[src/rtl/tlp_pkg.sv]
// -----------------------------------------------------------------------------
// tlp_pkg
//   Shared definitions for the PCIe-RX to XGMII-FIFO TLP packer:
//   - bit positions inside the 72-bit FIFO word
//   - TLP fmt/type codes that identify a Memory Write
//   - packer FSM state encoding
//   - small helper that turns a 4-bit keep group into a dword enable
// -----------------------------------------------------------------------------
package tlp_pkg;

    // FIFO word layout: [63:0] data, then the sideband flags, [71:69] zero.
    localparam int FIFO_W     = 72;
    localparam int FIFO_START = 64;
    localparam int FIFO_LAST  = 65;
    localparam int FIFO_EN_LO = 66;
    localparam int FIFO_EN_HI = 67;
    localparam int FIFO_IFG   = 68;

    // Header fields for a Memory Write with data, 3DW or 4DW header.
    localparam logic [1:0] FMT_3DW_D = 2'b10;
    localparam logic [1:0] FMT_4DW_D = 2'b11;
    localparam logic [4:0] TYPE_MEM  = 5'b00000;

    typedef enum logic [2:0] {
        S_IDLE = 3'd0,
        S_HOLD = 3'd1,
        S_FWD  = 3'd2,
        S_LAST = 3'd3,
        S_DROP = 3'd4
    } state_t;

    // A dword is valid on the FIFO side only when all four of its bytes are kept.
    function automatic logic dw_enable(input logic [3:0] i_keep);
        return (i_keep == 4'hF);
    endfunction

endpackage

[src/rtl/tlp_mwr_filter.sv]
// -----------------------------------------------------------------------------
// tlp_mwr_filter
//   Purely combinational TLP inspection. The top registers the beat-0 results
//   and uses the beat-1 window hit for its forward decision.
//
//   i_tdata     current AXIS beat
//   i_is_4dw    header size recorded from beat 0 (selects the address dword)
//   i_win_base  address window base
//   i_win_mask  address window mask
//   o_is_mwr    beat 0 is a Memory Write header (3DW or 4DW)
//   o_is_4dw    beat 0 carries a 4DW header
//   o_hit       beat 1 address falls inside the window
// -----------------------------------------------------------------------------
module tlp_mwr_filter
    import tlp_pkg::*;
(
    input  logic [63:0] i_tdata,
    input  logic        i_is_4dw,
    input  logic [31:0] i_win_base,
    input  logic [31:0] i_win_mask,
    output logic        o_is_mwr,
    output logic        o_is_4dw,
    output logic        o_hit
);

    logic [1:0]  w_fmt;
    logic [4:0]  w_type;
    logic [31:0] w_addr;
    logic        w_upper_ok;

    assign w_fmt  = i_tdata[30:29];
    assign w_type = i_tdata[28:24];

    assign o_is_mwr = (w_type == TYPE_MEM) &&
                      ((w_fmt == FMT_3DW_D) || (w_fmt == FMT_4DW_D));
    assign o_is_4dw = (w_fmt == FMT_4DW_D);

    // A 4DW header puts the upper address in the low dword of beat 1; the
    // window is 32-bit, so any non-zero upper address is a miss.
    assign w_addr     = i_is_4dw ? i_tdata[63:32] : i_tdata[31:0];
    assign w_upper_ok = ~i_is_4dw | (i_tdata[31:0] == 32'h0);

    assign o_hit = w_upper_ok && ((w_addr & i_win_mask) == (i_win_base & i_win_mask));

endmodule

[src/rtl/tlp_fifo_packer.sv]
// -----------------------------------------------------------------------------
// tlp_fifo_packer
//   Filters PCIe RX TLPs down to in-window Memory Writes and repacks them into
//   72-bit FIFO words for the XGMII transmit engine. One beat is always held
//   back so the final word can be tagged "last" once tlast has been seen.
//
//   pcie_clk / sys_rst      clock, synchronous active-high reset
//   s_axis_rx_*             64-bit AXI-Stream TLP input (tkeep 8'h0F or 8'hFF)
//   din / wr_en             FIFO write word and strobe (registered)
//   full / almost_full      FIFO status; almost_full gates the start of a TLP
//   fwd_en                  0 drops every TLP
//   win_base / win_mask     address window for the forward decision
//   fwd_cnt / drop_cnt      wrapping TLP statistics
// -----------------------------------------------------------------------------
module tlp_fifo_packer
    import tlp_pkg::*;
#(
    parameter int unsigned IFG_ON_LAST = 1,
    parameter int unsigned CNT_W       = 32
) (
    input  logic              pcie_clk,
    input  logic              sys_rst,
    input  logic [63:0]       s_axis_rx_tdata,
    input  logic [7:0]        s_axis_rx_tkeep,
    input  logic              s_axis_rx_tlast,
    input  logic              s_axis_rx_tvalid,
    output logic              s_axis_rx_tready,
    output logic [FIFO_W-1:0] din,
    output logic              wr_en,
    input  logic              full,
    input  logic              almost_full,
    input  logic              fwd_en,
    input  logic [31:0]       win_base,
    input  logic [31:0]       win_mask,
    output logic [CNT_W-1:0]  fwd_cnt,
    output logic [CNT_W-1:0]  drop_cnt
);

    state_t r_state;
    state_t w_next_state;

    logic [63:0]       r_hold_data;
    logic [7:0]        r_hold_keep;
    logic              r_is_mwr;
    logic              r_is_4dw;
    logic [FIFO_W-1:0] r_din;
    logic              r_wr_en;
    logic [CNT_W-1:0]  r_fwd_cnt;
    logic [CNT_W-1:0]  r_drop_cnt;

    logic              w_is_mwr;
    logic              w_is_4dw;
    logic              w_hit;
    logic              w_forward;
    logic              w_tready_fsm;
    logic              w_tready;
    logic              w_accept;
    logic              w_load_hold;
    logic              w_capture;
    logic              w_wr_req;
    logic              w_wr_start;
    logic              w_wr_last;
    logic              w_fwd_inc;
    logic              w_drop_inc;
    logic [FIFO_W-1:0] w_word;

    tlp_mwr_filter u_filter (
        .i_tdata    (s_axis_rx_tdata),
        .i_is_4dw   (r_is_4dw),
        .i_win_base (win_base),
        .i_win_mask (win_mask),
        .o_is_mwr   (w_is_mwr),
        .o_is_4dw   (w_is_4dw),
        .o_hit      (w_hit)
    );

    // Configuration is only looked at here, on the beat-1 decision.
    assign w_forward = fwd_en & r_is_mwr & w_hit;

    // ---------------------------------------------------------------- state reg
    always_ff @(posedge pcie_clk) begin
        if (sys_rst) begin
            r_state <= S_IDLE;
        end else begin
            r_state <= w_next_state;
        end
    end

    // ---------------------------------------------------------------- tready
    // LAST stalls the stream for the cycle the held word drains; DROP never
    // stalls because nothing is written to the FIFO.
    always_comb begin
        w_tready_fsm = 1'b0;
        case (r_state)
            S_IDLE:  w_tready_fsm = ~almost_full;
            S_HOLD:  w_tready_fsm = ~full;
            S_FWD:   w_tready_fsm = ~full;
            S_LAST:  w_tready_fsm = 1'b0;
            S_DROP:  w_tready_fsm = 1'b1;
            default: w_tready_fsm = 1'b0;
        endcase
    end

    assign w_tready = w_tready_fsm & ~sys_rst;
    assign w_accept = s_axis_rx_tvalid & w_tready;

    // ---------------------------------------------------------------- next state
    always_comb begin
        w_next_state = r_state;
        case (r_state)
            S_IDLE: begin
                if (w_accept && !s_axis_rx_tlast) w_next_state = S_HOLD;
            end
            S_HOLD: begin
                if (w_accept) begin
                    if (w_forward) w_next_state = s_axis_rx_tlast ? S_LAST : S_FWD;
                    else           w_next_state = s_axis_rx_tlast ? S_IDLE : S_DROP;
                end
            end
            S_FWD: begin
                if (w_accept && s_axis_rx_tlast) w_next_state = S_LAST;
            end
            S_LAST: begin
                if (!full) w_next_state = S_IDLE;
            end
            S_DROP: begin
                if (w_accept && s_axis_rx_tlast) w_next_state = S_IDLE;
            end
            default: w_next_state = S_IDLE;
        endcase
    end

    // ---------------------------------------------------------------- actions
    // NOTE: every signal written here gets a default first so no path infers a latch.
    always_comb begin
        w_load_hold = 1'b0;
        w_capture   = 1'b0;
        w_wr_req    = 1'b0;
        w_wr_start  = 1'b0;
        w_wr_last   = 1'b0;
        w_fwd_inc   = 1'b0;
        w_drop_inc  = 1'b0;
        case (r_state)
            S_IDLE: begin
                w_load_hold = w_accept;
                w_capture   = w_accept;
                w_drop_inc  = w_accept & s_axis_rx_tlast;
            end
            S_HOLD: begin
                if (w_accept) begin
                    if (w_forward) begin
                        w_wr_req    = 1'b1;
                        w_wr_start  = 1'b1;
                        w_load_hold = 1'b1;
                    end else begin
                        w_drop_inc  = s_axis_rx_tlast;
                    end
                end
            end
            S_FWD: begin
                w_wr_req    = w_accept;
                w_load_hold = w_accept;
            end
            S_LAST: begin
                if (!full) begin
                    w_wr_req  = 1'b1;
                    w_wr_last = 1'b1;
                    w_fwd_inc = 1'b1;
                end
            end
            S_DROP: begin
                w_drop_inc = w_accept & s_axis_rx_tlast;
            end
            default: ;
        endcase
    end

    // The FIFO word is always built from the held beat, never the live one.
    always_comb begin
        w_word             = '0;
        w_word[63:0]       = r_hold_data;
        w_word[FIFO_START] = w_wr_start;
        w_word[FIFO_LAST]  = w_wr_last;
        w_word[FIFO_EN_LO] = dw_enable(r_hold_keep[3:0]);
        w_word[FIFO_EN_HI] = dw_enable(r_hold_keep[7:4]);
        w_word[FIFO_IFG]   = w_wr_last & (IFG_ON_LAST != 0);
    end

    // ---------------------------------------------------------------- datapath
    // NOTE: sequential state uses non-blocking assignments only.
    always_ff @(posedge pcie_clk) begin
        if (sys_rst) begin
            r_hold_data <= '0;
            r_hold_keep <= '0;
            r_is_mwr    <= 1'b0;
            r_is_4dw    <= 1'b0;
            r_din       <= '0;
            r_wr_en     <= 1'b0;
            r_fwd_cnt   <= '0;
            r_drop_cnt  <= '0;
        end else begin
            r_wr_en <= w_wr_req;
            if (w_wr_req) begin
                r_din <= w_word;
            end
            // Hold only changes on an accepted beat, so a stall leaves it intact.
            if (w_load_hold) begin
                r_hold_data <= s_axis_rx_tdata;
                r_hold_keep <= s_axis_rx_tkeep;
            end
            if (w_capture) begin
                r_is_mwr <= w_is_mwr;
                r_is_4dw <= w_is_4dw;
            end
            if (w_fwd_inc) begin
                r_fwd_cnt <= r_fwd_cnt + CNT_W'(1);
            end
            if (w_drop_inc) begin
                r_drop_cnt <= r_drop_cnt + CNT_W'(1);
            end
        end
    end

    assign s_axis_rx_tready = w_tready;
    assign din              = r_din;
    assign wr_en            = r_wr_en;
    assign fwd_cnt          = r_fwd_cnt;
    assign drop_cnt         = r_drop_cnt;

endmodule

[config.mk]
export PLATFORM = sky130hd
export DESIGN_NAME = tlp_fifo_packer
export DESIGN_NICKNAME = d
export VERILOG_FILES = /design/src/rtl/tlp_pkg.sv /design/src/rtl/tlp_mwr_filter.sv /design/src/rtl/tlp_fifo_packer.sv
export SDC_FILE = /design/constraint.sdc
export NUM_CORES = 1
export LEC_CHECK = 0
export CORE_ASPECT_RATIO = 0.5
export CORE_MARGIN = 4
export CORE_UTILIZATION = 48
export DETAILED_ROUTE_END_ITERATION = 10
export PLACE_DENSITY = 0.81
export SYNTH_ARGS = -nofsm -noshare
export SYNTH_HDL_FRONTEND = slang
export SYNTH_SLANG_ARGS = --single-unit
export TNS_END_PERCENT = 1
[constraint.sdc]
create_clock -name pcie_clk -period 3.9 [get_ports pcie_clk]
set_input_delay 0.78 -clock pcie_clk [delete_from_list [all_inputs] [get_ports pcie_clk]]
set_output_delay 0.78 -clock pcie_clk [all_outputs]
set_load 0.005 [all_outputs]
==> impl_metrics.tcl <==
set metrics [dict create \
    pwr-share-seq 0.481 \
    grt_pass1_vias 8073 \
    antenna_cells 0 \
    postCtsHoldBufs 0 \
    power.internal_w 0.00349 \
    drtIter0Drc 429 \
    nNetsFinal 1416 \
    crit_chain "clkdlybuf4s50_1, nor4_1, nand4_1, o41ai_1, nand2_1, nor4_2, buf_4, o22ai_4, buf_12, mux2i_1, nor2_1" \
    initial_utilization 0.502 \
    synth_cells 1012 \
    cp-startpoint "s_axis_rx_tdata[21]" \
    finalSetupViolCount 0 \
    synth.avg_cell_area_um2 9.35 \
    max_freq_ghz 0.284 \
    drt_wl_total_um 27500 \
    hp-class "register to register" \
    vias_per_cell 5.32 \
    clock_skew_ns 0.00631 \
    cellLeakagePower_nw 5.59 \
    die_y_um 107 \
    cp-end-kind "register" \
    reg2reg_from "r_is_4dw" \
    final_cell_area_um2 13100 \
    clock_tree.root_cell "clkbuf_16" \
    cp_num_buf_inv 3 \
    p_switching_w 0.00107 \
    p_sw_frac 0.235 \
    powerDensity_nw_per_um2 348 \
    start_kind "input port" \
    r2r_slack_ns 0.51 \
    cts_made_buffers 20 \
    cts.sink_count 210 \
    hold_path_end "din[66]" \
    synth_top_area_share 0.444 \
    htree_levels 1 \
    combPwrFrac 0.096 \
    setup_tns_ns 0 \
    critPathArrivalTime_ns 3.88 \
    slowest_stage "clkdlybuf4s50_1" \
    drtPass1Iterations 5 \
    die_width_um 207 \
    path_delay_family "simple AND/OR/NAND/NOR gates" \
    worst_slew_pin_slew_ns 0.887 \
    ys_top_cells_by_area "dfxtp_1 (44%), mux2i_1 (21%), nor2_1 (8.2%)" \
    min_period_ns 3.53 \
    yosysUniqueCellTypes 51 \
    hp-start "din[66]" \
    yosysWarnings 0 \
    peakVddDrop_uv 232 \
    place_congestion 0.825 \
    pin_count 281 \
    grt_max_degree 89 \
    hold_violations 0 \
    crit_type "input port to register" \
    place_inst 1508 \
    rsz0062_at_grt "no" \
    grt_use_total 0.240 \
    outcome "finished clean" \
    drc_errors 0 \
    antenna_found_initial 0 \
    fin_crit_sh 0.904 \
    maxSlewHeadroom 0.409 \
    ys_ff_latch 210 \
    clockPowerShare 0.423 \
    area_growth_pct 38.1 \
    grt_pass1_wl_um 43100 \
    die_area_um2 22200 \
    io_buffers 277 \
    fillCellCount 1482 \
    synth_area_um2 9470 \
    cts.clk_slew.worst_paths_ns 0.07 \
    cp.required_ns 4.25 \
    reg2reg_to "drop_cnt[22]" \
    drtAntennaViolNets 0 \
    via_count 8216 \
    critPathMaxFanout 31 \
    reg2reg_depth 11 \
    dp_hpwl_um 20200 \
    wire_per_inst_um 17.8 \
    async_reset_ff_frac 0 \
    clk_latency_ns 0.50 \
    core-area_um2 18900 \
    cts_setup_buffers 0 \
    holdPathStages 1 \
    critPathMaxStageDelay_ns 0.55 \
    synth-main-ff-cell "dfxtp_1" \
    drive_above_1_share 0.0452 \
    instances_no_fill 1543 \
    synth_edf_count 0 \
    synth_area_leader_cell "dfxtp_1" \
    max_cap_viol_count 0 \
    seq_area_frac_synth 0.444 \
    overflow 0 \
    cts_buffer_depth 3 \
    ctsResizeCount 0 \
    tritoncts "done" \
    maxSlewViolCount 0 \
    dpl_cell_area_um2 12400 \
    rows 35 \
]
-- how the worst max path moves through the flow --
stage | to | slack [ns] | cells after the start
after floorplan | din[66] | 0.93 | 8
after global placement | drop_cnt[22] | -0.04 | 11
after detailed placement | drop_cnt[22] | -0.05 | 11
after CTS | din[41] | 0.40 | 11
after global routing | din[41] | 0.17 | 11
final | din[41] | 0.37 | 11
-- cells in the final DEF, fill, tap and decap left out, drive strengths merged, types with 2 or more instances in the layout --
master,count
a2111oi,15
a211oi,11
a21o,3
a21oi,19
a31o,4
and2,3
and3,13
and4,6
buf,18
clkbuf,26
clkdlybuf4s50,276
clkinv,6
conb,3
dfxtp,210
ha,2
inv,16
mux2i,194
nand2,65
nand2b,25
nand3,20
nand4,21
nor2,207
nor2b,3
nor3,4
nor4,15
o21a,2
o21ai,13
o41ai,3
or3,6
xnor2,36
xor2,21
-- metrics by stage --
stage	hold WS [ns]	util	setup slack, ns	total power (W)
final	0.484	0.693	0.373	0.00456
after global routing	0.513	0.693	0.171	0.00473
after CTS	0.486	0.693	0.400	0.00459
after detailed placement	0.472	0.659	-0.0529	0.00267
after global placement	0.462	0.659	-0.0358	0.00266
after floorplan	0.460	-	0.934	0.00245
-- power groups by stage --
stage | clock, W | combinational [W] | sequential, W
6_report | 0.00193 | 0.000436 | 0.00219
5_1_grt | 0.00207 | 0.000469 | 0.00220
4_1_cts | 0.00196 | 0.000435 | 0.00219
3_5_place_dp | 0 | 0.000432 | 0.00224
3_3_place_gp | 0 | 0.000423 | 0.00224
2_1_floorplan | 0 | 0.000209 | 0.00224
-- state kept, by name, summed over array words and instances, names as in the netlist --
signal       cells
din             68
r_hold_data     64
drop_cnt        32
fwd_cnt         32
r_hold_keep      8
r_state          3
r_is_4dw         1
r_is_mwr         1
wr_en            1
-- routing by layer --
layer | wire length, µm | up-vias | global-route usage
met1 | 11600 | 3922 | 0.304
met5 | 0 | - | 0
met2 | 13600 | 214 | 0.423
met4 | 883 | 0 | 0.0750
li1 | - | 4018 | -
met3 | 1330 | 62 | 0.0367
-- synthesized netlist by cell type (all sizes together) (19+ instances only) --
master	instances
dfxtp	210
nor2	207
mux2i	194
nand2	65
xnor2	36
clkbuf	30
buf	29
nand2b	25
nand4	21
xor2	21
nand3	20
a21oi	19
-- area by class of cell --
class                      instances  area [µm²]  area share
inverter                          15        56.3     0.00431
clock buffer                      26         553      0.0423
timing repair buffer             294        2960       0.227
tap                              259         324      0.0248
sequential                       210        4210       0.322
clock inverter                     9        90.1     0.00689
multi-input combinational        730        4880       0.373
-- worst reg2reg max path: cells and delay by family (launching register included) --
kind	cells	cell delay, ns
compound gates	4	1.37
buf+inv	3	0.77
simple gates	2	0.40
xor+xnor	1	0.12
flops	1	0.33
mux	1	0.29
-- kinds of logic after synthesis --
kind of cell / Yosys count / share of synthesized area
simple gates: 394 / 0.189
buf+inv: 74 / 0.0441
flops: 210 / 0.444
compound gates: 80 / 0.0619
fa+ha+maj: 2 / 0.00264
xor+xnor: 57 / 0.0527
other cells: 1 / 0.000396
mux: 194 / 0.205
No activity file was read; power rests on OpenSTA's default activity.
